### config.mk
export PLATFORM = sky130hd
export DESIGN_NAME = sc8_llr_scheduler_flat
export DESIGN_NICKNAME = d
export VERILOG_FILES = /design/src/rtl/sc8_llr_scheduler_pkg.sv /design/src/rtl/sc8_llr_scheduler_if.sv /design/src/rtl/sc8_llr_scheduler_fg_unit.sv /design/src/rtl/sc8_llr_scheduler.sv /design/src/flat_wrapper.sv
export SDC_FILE = /design/constraint.sdc
export NUM_CORES = 1
export LEC_CHECK = 0
export CAP_MARGIN = 20
export CORE_MARGIN = 1.5
export CORE_UTILIZATION = 53
export CTS_CLUSTER_SIZE = 14
export DETAILED_ROUTE_END_ITERATION = 8
export PLACE_DENSITY = 0.78
export SLEW_MARGIN = 20
export SYNTH_ARGS = -nofsm -noshare
export SYNTH_HDL_FRONTEND = slang
export SYNTH_SLANG_ARGS = --single-unit
### constraint.sdc
create_clock -name clk -period 5 [get_ports clk]
set_input_delay 1 -clock clk [delete_from_list [all_inputs] [get_ports clk]]
set_output_delay 1 -clock clk [all_outputs]
set_load 0.02 [all_outputs]
### src/rtl/sc8_llr_scheduler_pkg.sv
// Shared constants and types for the N=8 SC decoder front end.
// LLRs are sign-magnitude: MSB is the sign (1 = negative), low bits the magnitude.
package sc8_llr_scheduler_pkg;

    localparam int LLR_W = 8;
    localparam int MAG_W = LLR_W - 1;
    localparam int N     = 8;
    localparam logic [MAG_W-1:0] MAG_MAX = 7'd127;

    typedef logic [LLR_W-1:0] llr_t;

    typedef enum logic [3:0] {
        ST_IDLE,
        ST_F3,
        ST_F2A,
        ST_LEAF0,
        ST_G2A,
        ST_LEAF1,
        ST_G3,
        ST_F2B,
        ST_LEAF2,
        ST_G2B,
        ST_LEAF3,
        ST_DONE
    } state_t;

endpackage

### src/rtl/sc8_llr_scheduler_if.sv
// Handshake and P-node bus of the SC scheduler. The scheduler is the slave;
// the block feeder / P node / consumer side is the master.
interface sc8_llr_scheduler_if;
    import sc8_llr_scheduler_pkg::*;

    logic             in_valid;
    logic             in_ready;
    logic [N*LLR_W-1:0] llr_in;
    logic [N-1:0]     frozen_mask;
    llr_t             pair_llr_c;
    llr_t             pair_llr_d;
    logic             pair_frozen1;
    logic             pair_frozen2;
    logic             pair_valid;
    logic             dec_first;
    logic             dec_second;
    logic [N-1:0]     u_hat;
    logic             out_valid;
    logic             out_ready;

    modport master (
        output in_valid, llr_in, frozen_mask, dec_first, dec_second, out_ready,
        input  in_ready, pair_llr_c, pair_llr_d, pair_frozen1, pair_frozen2,
               pair_valid, u_hat, out_valid
    );

    modport slave (
        input  in_valid, llr_in, frozen_mask, dec_first, dec_second, out_ready,
        output in_ready, pair_llr_c, pair_llr_d, pair_frozen1, pair_frozen2,
               pair_valid, u_hat, out_valid
    );

endinterface

### src/rtl/sc8_llr_scheduler_fg_unit.sv
// Combinational f (min-sum) and g (partial-sum corrected add) on one
// sign-magnitude LLR pair; the g result saturates and never yields -0.
module llr_fg_unit
    import sc8_llr_scheduler_pkg::*;
(
    input  llr_t x,
    input  llr_t y,
    input  logic b,
    output llr_t f_out,
    output llr_t g_out
);

    logic             sx;
    logic             sy;
    logic [MAG_W-1:0] mx;
    logic [MAG_W-1:0] my;
    logic [MAG_W:0]   mag_sum;
    logic [MAG_W-1:0] g_mag;
    logic             g_sign;

    assign sx = x[LLR_W-1] ^ b;
    assign sy = y[LLR_W-1];
    assign mx = x[MAG_W-1:0];
    assign my = y[MAG_W-1:0];
    assign mag_sum = {1'b0, mx} + {1'b0, my};

    assign f_out = {x[LLR_W-1] ^ sy, (mx < my) ? mx : my};

    always_comb begin
        g_sign = sy;
        g_mag  = '0;
        if (sx == sy) begin
            g_sign = sy;
            g_mag  = mag_sum[MAG_W] ? MAG_MAX : mag_sum[MAG_W-1:0];
        end else if (mx >= my) begin
            g_sign = sx;
            g_mag  = mx - my;
        end else begin
            g_sign = sy;
            g_mag  = my - mx;
        end
        // A cancelled sum is reported as +0 so downstream hard decisions see 0.
        if (g_mag == '0) begin
            g_sign = 1'b0;
        end
        g_out = {g_sign, g_mag};
    end

endmodule

### src/rtl/sc8_llr_scheduler.sv
// Sequential SC front end for an N=8 polar decoder: stage-3/stage-2 f/g
// updates, four leaf pairs handed to the external P node, u_hat returned.
module sc8_llr_scheduler
    import sc8_llr_scheduler_pkg::*;
(
    input  logic clk,
    input  logic rst,
    sc8_llr_scheduler_if.slave bus
);

    state_t       state_reg;
    llr_t         a_reg [N];
    llr_t         l_reg [4];
    llr_t         p_reg [2];
    logic [3:0]   x_reg;
    logic [N-1:0] u_reg;
    logic [N-1:0] mask_reg;
    logic         pair_valid_reg;
    logic         pair_frozen1_reg;
    logic         pair_frozen2_reg;
    logic         out_valid_reg;

    llr_t fg_x [4];
    llr_t fg_y [4];
    logic fg_b [4];
    llr_t f_res [4];
    llr_t g_res [4];
    logic stage2;
    logic left_half;

    assign stage2 = (state_reg == ST_F2A) || (state_reg == ST_G2A) ||
                    (state_reg == ST_F2B) || (state_reg == ST_G2B);
    assign left_half = (state_reg == ST_F2A) || (state_reg == ST_G2A);

    // Stage 3 uses all four units on (a[i], a[i+4]); stage 2 borrows units 0 and 1.
    always_comb begin
        for (int i = 0; i < 4; i++) begin
            fg_x[i] = a_reg[i];
            fg_y[i] = a_reg[i+4];
            fg_b[i] = x_reg[i];
        end
        if (stage2) begin
            fg_x[0] = l_reg[0];
            fg_y[0] = l_reg[2];
            fg_x[1] = l_reg[1];
            fg_y[1] = l_reg[3];
            fg_b[0] = left_half ? (u_reg[0] ^ u_reg[1]) : (u_reg[4] ^ u_reg[5]);
            fg_b[1] = left_half ? u_reg[1] : u_reg[5];
        end
    end

    generate
        for (genvar gi = 0; gi < 4; gi++) begin : g_fg
            llr_fg_unit u_fg (
                .x     (fg_x[gi]),
                .y     (fg_y[gi]),
                .b     (fg_b[gi]),
                .f_out (f_res[gi]),
                .g_out (g_res[gi])
            );
        end
    endgenerate

    always_ff @(posedge clk or posedge rst) begin
        if (rst) begin
            state_reg        <= ST_IDLE;
            for (int i = 0; i < N; i++) a_reg[i] <= '0;
            for (int i = 0; i < 4; i++) l_reg[i] <= '0;
            p_reg[0]         <= '0;
            p_reg[1]         <= '0;
            x_reg            <= '0;
            u_reg            <= '0;
            mask_reg         <= '0;
            pair_valid_reg   <= 1'b0;
            pair_frozen1_reg <= 1'b0;
            pair_frozen2_reg <= 1'b0;
            out_valid_reg    <= 1'b0;
        end else begin
            case (state_reg)
                ST_IDLE: begin
                    if (bus.in_valid) begin
                        for (int i = 0; i < N; i++) a_reg[i] <= bus.llr_in[LLR_W*i +: LLR_W];
                        mask_reg  <= bus.frozen_mask;
                        u_reg     <= '0;
                        x_reg     <= '0;
                        state_reg <= ST_F3;
                    end
                end
                ST_F3: begin
                    for (int i = 0; i < 4; i++) l_reg[i] <= f_res[i];
                    state_reg <= ST_F2A;
                end
                ST_F2A, ST_F2B: begin
                    p_reg[0]         <= f_res[0];
                    p_reg[1]         <= f_res[1];
                    pair_valid_reg   <= 1'b1;
                    pair_frozen1_reg <= left_half ? mask_reg[0] : mask_reg[4];
                    pair_frozen2_reg <= left_half ? mask_reg[1] : mask_reg[5];
                    state_reg        <= left_half ? ST_LEAF0 : ST_LEAF2;
                end
                ST_G2A, ST_G2B: begin
                    p_reg[0]         <= g_res[0];
                    p_reg[1]         <= g_res[1];
                    pair_valid_reg   <= 1'b1;
                    pair_frozen1_reg <= left_half ? mask_reg[2] : mask_reg[6];
                    pair_frozen2_reg <= left_half ? mask_reg[3] : mask_reg[7];
                    state_reg        <= left_half ? ST_LEAF1 : ST_LEAF3;
                end
                ST_LEAF0: begin
                    u_reg[0]       <= bus.dec_first;
                    u_reg[1]       <= bus.dec_second;
                    pair_valid_reg <= 1'b0;
                    state_reg      <= ST_G2A;
                end
                ST_LEAF1: begin
                    u_reg[2]       <= bus.dec_first;
                    u_reg[3]       <= bus.dec_second;
                    // Partial sums of the left half: encode4(u0..u3).
                    x_reg          <= {bus.dec_second,
                                       bus.dec_first ^ bus.dec_second,
                                       u_reg[1] ^ bus.dec_second,
                                       u_reg[0] ^ u_reg[1] ^ bus.dec_first ^ bus.dec_second};
                    pair_valid_reg <= 1'b0;
                    state_reg      <= ST_G3;
                end
                ST_G3: begin
                    for (int i = 0; i < 4; i++) l_reg[i] <= g_res[i];
                    state_reg <= ST_F2B;
                end
                ST_LEAF2: begin
                    u_reg[4]       <= bus.dec_first;
                    u_reg[5]       <= bus.dec_second;
                    pair_valid_reg <= 1'b0;
                    state_reg      <= ST_G2B;
                end
                ST_LEAF3: begin
                    u_reg[6]       <= bus.dec_first;
                    u_reg[7]       <= bus.dec_second;
                    pair_valid_reg <= 1'b0;
                    out_valid_reg  <= 1'b1;
                    state_reg      <= ST_DONE;
                end
                ST_DONE: begin
                    if (bus.out_ready) begin
                        out_valid_reg <= 1'b0;
                        state_reg     <= ST_IDLE;
                    end
                end
                default: begin
                    state_reg <= ST_IDLE;
                end
            endcase
        end
    end

    assign bus.in_ready     = (state_reg == ST_IDLE);
    assign bus.pair_llr_c   = p_reg[0];
    assign bus.pair_llr_d   = p_reg[1];
    assign bus.pair_frozen1 = pair_frozen1_reg;
    assign bus.pair_frozen2 = pair_frozen2_reg;
    assign bus.pair_valid   = pair_valid_reg;
    assign bus.u_hat        = u_reg;
    assign bus.out_valid    = out_valid_reg;

endmodule
### src/flat_wrapper.sv
// flat-port wrapper written by rule: the top's interface ports become plain ports
module sc8_llr_scheduler_flat import sc8_llr_scheduler_pkg::*;
  (clk, rst, bus_in_valid, bus_llr_in, bus_frozen_mask, bus_dec_first, bus_dec_second, bus_out_ready, bus_in_ready, bus_pair_llr_c, bus_pair_llr_d, bus_pair_frozen1, bus_pair_frozen2, bus_pair_valid, bus_u_hat, bus_out_valid);
  sc8_llr_scheduler_if bus_i ();
  input  logic clk;
  input  logic rst;
  input wire logic [$bits(bus_i.in_valid)-1:0] bus_in_valid;
  input wire logic [$bits(bus_i.llr_in)-1:0] bus_llr_in;
  input wire logic [$bits(bus_i.frozen_mask)-1:0] bus_frozen_mask;
  input wire logic [$bits(bus_i.dec_first)-1:0] bus_dec_first;
  input wire logic [$bits(bus_i.dec_second)-1:0] bus_dec_second;
  input wire logic [$bits(bus_i.out_ready)-1:0] bus_out_ready;
  output wire logic [$bits(bus_i.in_ready)-1:0] bus_in_ready;
  output wire logic [$bits(bus_i.pair_llr_c)-1:0] bus_pair_llr_c;
  output wire logic [$bits(bus_i.pair_llr_d)-1:0] bus_pair_llr_d;
  output wire logic [$bits(bus_i.pair_frozen1)-1:0] bus_pair_frozen1;
  output wire logic [$bits(bus_i.pair_frozen2)-1:0] bus_pair_frozen2;
  output wire logic [$bits(bus_i.pair_valid)-1:0] bus_pair_valid;
  output wire logic [$bits(bus_i.u_hat)-1:0] bus_u_hat;
  output wire logic [$bits(bus_i.out_valid)-1:0] bus_out_valid;
  assign bus_i.in_valid = bus_in_valid;
  assign bus_i.llr_in = bus_llr_in;
  assign bus_i.frozen_mask = bus_frozen_mask;
  assign bus_i.dec_first = bus_dec_first;
  assign bus_i.dec_second = bus_dec_second;
  assign bus_i.out_ready = bus_out_ready;
  assign bus_in_ready = bus_i.in_ready;
  assign bus_pair_llr_c = bus_i.pair_llr_c;
  assign bus_pair_llr_d = bus_i.pair_llr_d;
  assign bus_pair_frozen1 = bus_i.pair_frozen1;
  assign bus_pair_frozen2 = bus_i.pair_frozen2;
  assign bus_pair_valid = bus_i.pair_valid;
  assign bus_u_hat = bus_i.u_hat;
  assign bus_out_valid = bus_i.out_valid;
  sc8_llr_scheduler u_core (.clk(clk), .rst(rst), .bus(bus_i));
endmodule
## Yosys cells after proc, flatten, opt, wreduce, memory -nomap -nowiden

Cells that the tools add are included.

- Add/sub/neg operators: 12
- Order comparisons: 8
- Eq/ne operators: 17
- Muxes and demuxes: 56
- Bitwise gates (word level): 14
- Reduce and logical (&&, ||, !) cells: 27

Operators with widths:

| operator | count |
|---|---|
| $mux W7 | 16 |
| $pmux W32 S2 | 1 |
| $sub A7 B7 Y7 | 8 |
| $pmux W4 S10 | 1 |
| $add A7 B7 Y8 | 4 |
| $mux W16 | 2 |
| $pmux W16 S2 | 1 |
| $ge A7 B7 Y1 | 4 |
| $logic_not A7 Y1 | 4 |
| $lt A7 B7 Y1 | 4 |
| $mux W4 | 5 |
| $mux W1 | 19 |
| $eq A4 B3 Y1 const B | 4 |
| $eq A4 B4 Y1 const B | 4 |
| $pmux W2 S2 | 4 |
| $reduce_bool A2 Y1 | 8 |
| $reduce_and A2 Y1 | 7 |
| $xor A1 B1 Y1 | 14 |
| $eq A4 B2 Y1 const B | 2 |
| $mux W8 | 1 |
| $pmux W1 S2 | 4 |
| $pmux W4 S2 | 1 |
| $reduce_or A4 Y1 | 2 |
| $eq A1 B1 Y1 | 4 |
| 6 further kinds | 10 |

- Register bits after elaboration: 140
- Input port bits: 78

## Logic depth before layout (Yosys ltp)

Gate-level depths: netlist of the first run.

- Word-level depth: 11
- Depth in mapped cells: 20
- Mapped depth without buffers: 17

## By module

Synthesis of the first run repeated with hierarchy kept, for this count alone.

- Cell total of the unflattened synthesis: 1,418
- Area total of the unflattened synthesis: 11,340.9 sq um

By module, submodules not included:

| module | times used | cells an instance | area an instance (sq um) |
|---|---|---|---|
| sc8_llr_scheduler | 1 | 764 | 6,586.3 |
| llr_fg_unit (u_core.g_fg[1].u_fg ...) | 2 | 161 | 1,161.1 |
| llr_fg_unit (u_core.g_fg[3].u_fg) | 1 | 170 | 1,248.7 |
| llr_fg_unit (u_core.g_fg[0].u_fg) | 1 | 162 | 1,183.6 |

## Least setup slack after synthesis of the first run

OpenSTA, ideal clock, no wires.

- Path type: flip-flop to flip-flop
- Start point: register u_core.state_reg[0]
- End point: register u_core.l_reg[23] (netlist name)
- Data arrival time: 4.862 ns
- Slack: 0.012 ns
- Cell stages (with the launch flop): 20
- Path through: dfrtp_1 -> buf_4 -> and4bb_1 -> a211oi_4 -> buf_2 -> buf_2 -> mux2i_1 -> inv_1 -> ha_1 -> a21boi_0 -> nor3_1 -> o31a_1 -> buf_6 -> mux2_4 -> a21oi_1 -> o21ai_1 -> xnor2_1 -> o22a_1 -> o41a_1 -> a221o_1

- Cells in the longest elaborated chain, start to end: 11
- Elaborated cells between the ends (all ways): 29

RTL lines:

| item | line | text |
|---|---|---|
| start, declared | sc8_llr_scheduler.sv:11 | `state_t state_reg;` |
| start signal, assigned | sc8_llr_scheduler.sv:99 | `state_reg <= left_half ? ST_LEAF0 : ST_LEAF2;` |
| start signal, assigned | sc8_llr_scheduler.sv:107 | `state_reg <= left_half ? ST_LEAF1 : ST_LEAF3;` |
| $eq A4 B2 Y1 / $eq A4 B3 Y1 (equally long branches) | sc8_llr_scheduler.sv:31, sc8_llr_scheduler.sv:33 |  |
| $logic_or A1 B1 Y1 | sc8_llr_scheduler.sv:31, sc8_llr_scheduler.sv:33 |  |
| $logic_or A1 B1 Y1 | sc8_llr_scheduler.sv:31 | `assign stage2 = (state_reg == ST_F2A) \|\| (state_reg == ST_G2A) \|\|` |
| $logic_or A1 B1 Y1 | sc8_llr_scheduler.sv:32 | `(state_reg == ST_F2B) \|\| (state_reg == ST_G2B);` |
| $mux W16 / $mux W2 (equally long branches) | sc8_llr_scheduler.sv:42 | `if (stage2) begin` |
| $sub A7 B7 Y7 (tied with other cells) | sc8_llr_scheduler_fg_unit.sv:40 | `g_mag = my - mx;` |
| $mux W7 (tied with other cells) | sc8_llr_scheduler_fg_unit.sv:35 | `end else if (mx >= my) begin` |
| $mux W7 | sc8_llr_scheduler_fg_unit.sv:32 | `if (sx == sy) begin` |
| $logic_not A7 Y1 | sc8_llr_scheduler_fg_unit.sv:43 | `if (g_mag == '0) begin` |
| $mux W1 | sc8_llr_scheduler_fg_unit.sv:43 |  |
| $pmux W32 S2 | sc8_llr_scheduler.sv:79 | `case (state_reg)` |
| end, declared | sc8_llr_scheduler.sv:13 | `llr_t l_reg [4];` |

Several ways; a longest one is shown, not always the timed one.
A chain may end at the register's enable or synchronous reset.

## Worst setup path after layout of the first run

- Start point: register u_core.state_reg[0]
- End point: register u_core.p_reg (netlist bit u_core.bus.pair_llr_c[7])

- Cells in the longest elaborated chain, start to end: 11
- Elaborated cells between the ends (all ways): 29

RTL lines:

| item | line | text |
|---|---|---|
| $eq A4 B2 Y1 / $eq A4 B3 Y1 (equally long branches) | sc8_llr_scheduler.sv:31, sc8_llr_scheduler.sv:33, sc8_llr_scheduler.sv:79 |  |
| $logic_or A1 B1 Y1 | sc8_llr_scheduler.sv:31, sc8_llr_scheduler.sv:33 |  |
| $logic_or A1 B1 Y1 | sc8_llr_scheduler.sv:31 |  |
| $logic_or A1 B1 Y1 | sc8_llr_scheduler.sv:32 |  |
| $mux W16 / $mux W2 (equally long branches) | sc8_llr_scheduler.sv:42 |  |
| $sub A7 B7 Y7 (tied with other cells) | sc8_llr_scheduler_fg_unit.sv:40 |  |
| $mux W7 (tied with other cells) | sc8_llr_scheduler_fg_unit.sv:35 |  |
| $mux W7 | sc8_llr_scheduler_fg_unit.sv:32 |  |
| $logic_not A7 Y1 | sc8_llr_scheduler_fg_unit.sv:43 |  |
| $mux W1 | sc8_llr_scheduler_fg_unit.sv:43 |  |
| $pmux W16 S2 | sc8_llr_scheduler.sv:79 |  |
| end, declared | sc8_llr_scheduler.sv:14 | `llr_t p_reg [2];` |

Several ways; a longest one is shown, not always the timed one.

==> flow_summary.json, run 1 <==
{
  "drtAntennaViolNets": 0,
  "required_ns": 5.32,
  "route.detailed.drc": 0,
  "period_share_pct": 95.3,
  "use_met1_pct": 37.0,
  "cpMaxStageDelayCell": "dfrtp_1",
  "critical-path-max-stage-delay_ns": 0.47,
  "worst-setup-path-type": "reg -> reg",
  "synthFlopType": "dfrtp_1",
  "diodes": 0,
  "gp_congestion": 0.972,
  "busiest_layer": "met2",
  "clock_sinks": 139,
  "synth_area_leaders": "dfrtp_1, ha_1, nand2_1",
  "fp.coreArea_sq_mm": 0.0193,
  "crit_path_cell_trace": "and4bb_1, a211oi_4, buf_12, buf_4, mux2i_2, inv_1, ha_1, and2_1, o31ai_2, a21o_1, buf_4, mux2i_1, o221ai_1, o22a_1, a21oi_1, a41oi_1, and2_1, a221o_1",
  "syn-mean-instance-area_sq_um": 8.42,
  "worstSkewPairLatency_ns": 0.43,
  "dieArea_sq_mm": 0.0205,
  "fin_ws_ns": 0.234,
  "maxSlewViolCount": 0,
  "ys_types": 81,
  "crit_arrival_ns": 5.09,
  "syn-instance-count": 1236,
  "fin_crit_ns": 4.77,
  "drt-pass1-iter-count": 5,
  "drt_iter0_drc": 717,
  "use_met2_pct": 45.9,
  "start_util_pct": 53.8,
  "synth_top_area_cell": "dfrtp_1",
  "antenna_found_initial": 0,
  "grt_pass1_vias": 8872,
  "place_ws_ns": 0.263,
  "place_inst": 1581,
  "htreeDepth": 4,
  "cts.clk_slew.worst_paths_ns": 0.07,
  "synth_top_family_by_area": "compound AO/OA/AOI/OAI gates",
  "die_h_um": 143,
  "clockBufferDepth": 2,
  "grt_max_degree": 115,
  "setup_viol": 0,
  "hpwl_um": 20600,
  "ys_seq_area_share_pct": 33.4,
  "synth_edf_count": 0,
  "pin_count": 107,
  "syn_area_sq_mm": 0.0104,
  "num_vias": 9290,
  "fmax_mhz": 210,
  "met3_usage_pct": 5.06,
  "grt_pass1_wl_um": 45000,
  "area_growth_pct": 20.1,
  "drt-total-wl_um": 28100,
  "synth_mux_area_share_pct": 7.95,
  "synthAdderAreaFrac_pct": 11.9,
  "cts_tree": "built",
  "synth_top_area_share_pct": 33.4,
  "final_cells": 1615,
  "ys_seq_elements": 139,
  "ys_warn_count": 0,
  "viasPerCell": 5.75,
  "synth-xor-area-share_pct": 2.92,
  "rows": 51,
  "async_reset_ff_share_pct": 100,
  "hold_class": "reg -> reg",
  "numCtsBuffers": 17,
  "relSlewSlack_pct": 37.8,
  "worst_slew_pin_slew_ns": 0.933,
  "wire_per_inst_um": 17.4,
  "cts_root_buf": "clkbuf_16",
  "hold_viol": 0,
  "dieWidth_um": 143,
  "largest_reg_flops": 64,
  "post_synth_and_or_nand_nor_area_fraction_pct": 17.4,
  "worst_setup_path_start_kind": "flop",
  "path_buf_inv": 4,
  "synth_nets": 1406,
  "status": "completed",
  "end_kind": "flop",
  "tns_ns": 0,
  "grt_overflow": 0,
  "finClkSkew_ns": 0.0101,
  "crit_fanout": 16,
  "cap_violations": 0,
  "port_buffers": 106,
  "drive_gt1_share_pct": 7.78,
  "cpLargestDelayFamily": "compound AO/OA/AOI/OAI gates",
  "track_usage_pct": 28.2,
  "final_nets": 1507,
  "synth-compound-area-share_pct": 20.6
}
## routing by layer
metal	vias up	routed length (um)
li1	4478	-
met1	4482	12500
met2	274	13200
met3	56	1520
met4	0	879
met5	-	0
## area by class of cell
| type | count | area (sq um) |
|---|---|---|
| flip-flops and latches | 139 | 3480 |
| multi-input cells | 945 | 6370 |
| clock buffers | 19 | 443 |
| fillers | 1643 | 6830 |
| inverters | 93 | 357 |
| clock inverters | 13 | 166 |
| repair buffers | 141 | 1350 |
| well taps | 265 | 332 |
## cell usage in the layout, fill, tap and decap left out, drive strengths merged, types with 16 or more instances in the layout
| cell | synthesis | routed |
|---|---|---|
| nor2 | 75 | 75 |
| dfrtp | 139 | 139 |
| a21oi | 83 | 83 |
| nand2 | 237 | 237 |
| nor3 | 21 | 21 |
| inv | 93 | 95 |
| clkbuf | 43 | 20 |
| a21o | 18 | 18 |
| xnor2 | 23 | 23 |
| o21ai | 90 | 90 |
| buf | 16 | 34 |
| ha | 80 | 80 |
| nand3 | 16 | 16 |
| mux2i | 71 | 71 |
| o21bai | 19 | 19 |
| clkdlybuf4s50 | 0 | 106 |
## per-stage QoR
step / hold slack (ns) / utilization [%] / area (sq um)
global route: 0.504 / 64.7 / 12500
floorplan: 0.440 / - / 10400
detailed placement: 0.462 / 61.2 / 11800
finish: 0.477 / 64.7 / 12500
CTS: 0.481 / 64.3 / 12400
global placement: 0.463 / 61.2 / 11800
## kinds of logic after synthesis
logic type / count (synthesis)
buffers and inverters: 152
DFF: 139
xor gates and xnor gates: 33
AOI/OAI and AO/OA: 327
muxes: 81
adders and majority gates: 92
and+or+nand+nor: 412
## worst reg2reg max path, stage by stage (launching register included)
cell      delay (ns)
dfrtp_1         0.47
and4bb_1        0.31
a211oi_4        0.30
buf_12          0.22
buf_4           0.25
mux2i_2         0.30
inv_1           0.10
ha_1            0.34
and2_1          0.18
o31ai_2         0.22
a21o_1          0.24
buf_4           0.20
mux2i_1         0.24
o221ai_1        0.18
o22a_1          0.22
a21oi_1         0.26
a41oi_1         0.20
and2_1          0.19
a221o_1         0.25
## path summary, 6_finish.rpt
path	startpoint	to	slack [ns]	cells after the start
max in group asynchronous	rst	u_core.bus.pair_llr_c[4]$_DFFE_PP0P_	3.01	3
min in group asynchronous	rst	u_core.a_reg[35]$_DFFE_PP0P_	1.10	2
setup reg to reg	u_core.state_reg[0]$_DFFE_PP0P_	u_core.bus.pair_llr_c[7]$_DFFE_PP0P_	0.23	18
setup / recovery	u_core.state_reg[0]$_DFFE_PP0P_	u_core.bus.pair_llr_c[7]$_DFFE_PP0P_	0.23	18
hold reg to reg	u_core.a_reg[21]$_DFFE_PP0P_	u_core.a_reg[21]$_DFFE_PP0P_	0.48	2
hold / removal	u_core.a_reg[21]$_DFFE_PP0P_	u_core.a_reg[21]$_DFFE_PP0P_	0.48	2
## cell usage after synthesis (all sizes together), types with 11 or more instances
cell type / n
ha: 80
clkbuf: 43
buf: 16
a21oi: 83
nor2: 75
nor2b: 11
o21bai: 19
nand3: 16
a21o: 18
mux2i: 71
xnor2: 23
nand2: 237
o21ai: 90
dfrtp: 139
nand2b: 15
o221ai: 13
fa: 12
nor3: 21
a211oi: 11
inv: 93
## timing repair
action                                  CTS  global route
hold buffers                              0             0
endpoints found under the hold margin     0             0
endpoints found under the setup margin    0             3
setup buffers                             0             1
resized for setup                         0             8
Power of run 1 is left out: the tool's default activity adds up to more than one toggle a clock period on the data nets, which glitch-free logic cannot reach.
==> inputs of run 2 (changes only) <==
--- a/config.mk
+++ b/config.mk
@@ -10,6 +10,7 @@
 export CORE_UTILIZATION = 53
 export CTS_CLUSTER_SIZE = 14
 export DETAILED_ROUTE_END_ITERATION = 8
+export GPL_TIMING_DRIVEN = 0
 export PLACE_DENSITY = 0.78
 export SLEW_MARGIN = 20
 export SYNTH_ARGS = -nofsm -noshare
==> flow_summary.json, run 2 (synthesis gave the netlist of run 1 again) <==
{
  "setup_viol": 0,
  "cap_violations": 0,
  "layout_commonest_cell": "nand2_1",
  "end_kind": "flop",
  "hold_viol": 0,
  "fp.coreArea_sq_mm": 0.0193,
  "critical-path-max-stage-delay_ns": 0.48,
  "wire_per_inst_um": 18.3,
  "finClkSkew_ns": 0.00926,
  "numCtsBuffers": 17,
  "drt-total-wl_um": 30200,
  "port_buffers": 105,
  "placed_area_sq_mm": 0.0118,
  "clock_sinks": 139,
  "fmax_mhz": 208,
  "num_vias": 9520,
  "gp_congestion": 0.920,
  "fillers": 1597,
  "drt-pass1-iter-count": 5,
  "largest_reg_flops": 64,
  "maxSlewViolCount": 0,
  "worstSkewPairLatency_ns": 0.43,
  "start_util_pct": 53.8,
  "relSlewSlack_pct": 29.3,
  "cts_tree": "built",
  "cts.clk_slew.worst_paths_ns": 0.06,
  "multi_input_area_sq_mm": 0.00664,
  "track_usage_pct": 30.3,
  "hold_class": "reg -> reg",
  "grt_pass1_vias": 9196,
  "final_cell_mix": "nand2_1, dfrtp_1, clkdlybuf4s50_1, inv_1, o21ai_0",
  "reg2reg_from": "u_core.state_reg[0]$_DFFE_PP0P_",
  "antenna_found_initial": 0,
  "drt_iter0_drc": 754,
  "cts_root_buf": "clkbuf_16",
  "grt_max_degree": 101,
  "htreeDepth": 4,
  "crit_path_cell_trace": "buf_4, and4bb_2, a211oi_4, buf_6, buf_12, mux2i_4, inv_1, ha_4, nand2_2, or3_4, o31a_1, buf_6, mux2i_1, o21ai_1, nor2b_1, o31a_1, nand3b_1, o41a_1, a221o_1",
  "worst_slew_pin_slew_ns": 1.06,
  "die_h_um": 143,
  "seq_area_sq_mm": 0.00348,
  "worst_setup_path_start_kind": "flop",
  "fin_crit_ns": 4.80,
  "status": "completed",
  "r2r_end": "u_core.l_reg[23]$_DFFE_PP0P_",
  "required_ns": 5.31,
  "final_nets": 1540,
  "diodes": 0,
  "worstHoldStart": "u_core.mask_reg[0]$_DFFE_PP0P_",
  "drtAntennaViolNets": 0,
  "fin_area_sq_mm": 0.0129,
  "cts_hold_buffers": 0,
  "dieWidth_um": 143,
  "rows": 51,
  "pin_count": 107,
  "finalCoreUtilization_pct": 66.6,
  "grt_pass1_wl_um": 48300,
  "crit_arrival_ns": 5.11,
  "period_share_pct": 96.1,
  "min_to": "u_core.mask_reg[0]$_DFFE_PP0P_",
  "drive_gt1_share_pct": 8.82,
  "grt_overflow": 0,
  "route.detailed.drc": 0,
  "hpwl_um": 22700,
  "worst-setup-path-type": "reg -> reg",
  "viasPerCell": 5.78,
  "clockBufferDepth": 2,
  "reg2reg_depth": 19,
  "cpMaxStageDelayCell": "o41a_1",
  "area_growth_pct": 23.8,
  "dieArea_sq_mm": 0.0205,
  "crit_fanout": 10,
  "reg2reg_setup_slack_ns": 0.20,
  "min_path_cells": 2
}
[run 2: cell type report]
cell class	instances	share of cell area (%)
plain buffers	57	2.26
clock inverters	10	1.27
inverters	93	2.77
clock buffers	22	3.53
repair buffers	117	9.01
flip-flops and latches	139	27.0
well taps	265	2.57
multi-input cells	945	51.6
[run 2: worst max-delay path, delay by kind of cell (launching register included)]
family          cells  cell delay [ns]
mux                 2             0.41
flops               1             0.36
buf+inv             5             0.81
simple gates        5             1.02
compound gates      6             1.76
fa+ha+maj           1             0.32
[run 2: timing repair]
item / CTS / global route
resized for setup: 34 / 39
pin swaps: 1 / 2
setup buffers: 5 / 5
setup endpoints to repair: 28 / 4
[run 2: through the flow]
step / worst slack, ns / std cells / hold WS, ns / setup TNS [ns]
3_3_place_gp: -1.75 / 1606 / 0.458 / -250.51
4_1_cts: 0.00257 / 1644 / 0.484 / 0
5_1_grt: -0.0208 / 1648 / 0.502 / -0.0317
2_1_floorplan: 0.0118 / 1236 / 0.440 / 0
6_report: 0.196 / 1648 / 0.479 / 0
3_5_place_dp: -1.10 / 1608 / 0.464 / -10.64
[run 2: layer usage]
metal,GRT usage [%],up-vias,wire length [um]
met1,40.1,4545,12900
met2,50.9,352,14600
met4,11.4,0,932
met5,0,-,0
li1,-,4551,-
met3,3.76,72,1720
[run 2: how the worst max path moves through the flow]
| stage | endpoint | start | slack, ns |
|---|---|---|---|
| floorplan | u_core.l_reg[23]$_DFFE_PP0P_ | u_core.state_reg[0]$_DFFE_PP0P_ | 0.01 |
| global placement | u_core.a_reg[50]$_DFFE_PP0P_ | rst | -1.75 |
| detailed placement | u_core.bus.pair_llr_c[7]$_DFFE_PP0P_ | u_core.state_reg[0]$_DFFE_PP0P_ | -1.10 |
| CTS | u_core.l_reg[23]$_DFFE_PP0P_ | u_core.state_reg[0]$_DFFE_PP0P_ | 0.003 |
| global route | u_core.l_reg[23]$_DFFE_PP0P_ | u_core.state_reg[0]$_DFFE_PP0P_ | -0.02 |
| finish | u_core.l_reg[23]$_DFFE_PP0P_ | u_core.state_reg[0]$_DFFE_PP0P_ | 0.20 |
Power of run 2 is left out for the same reason.
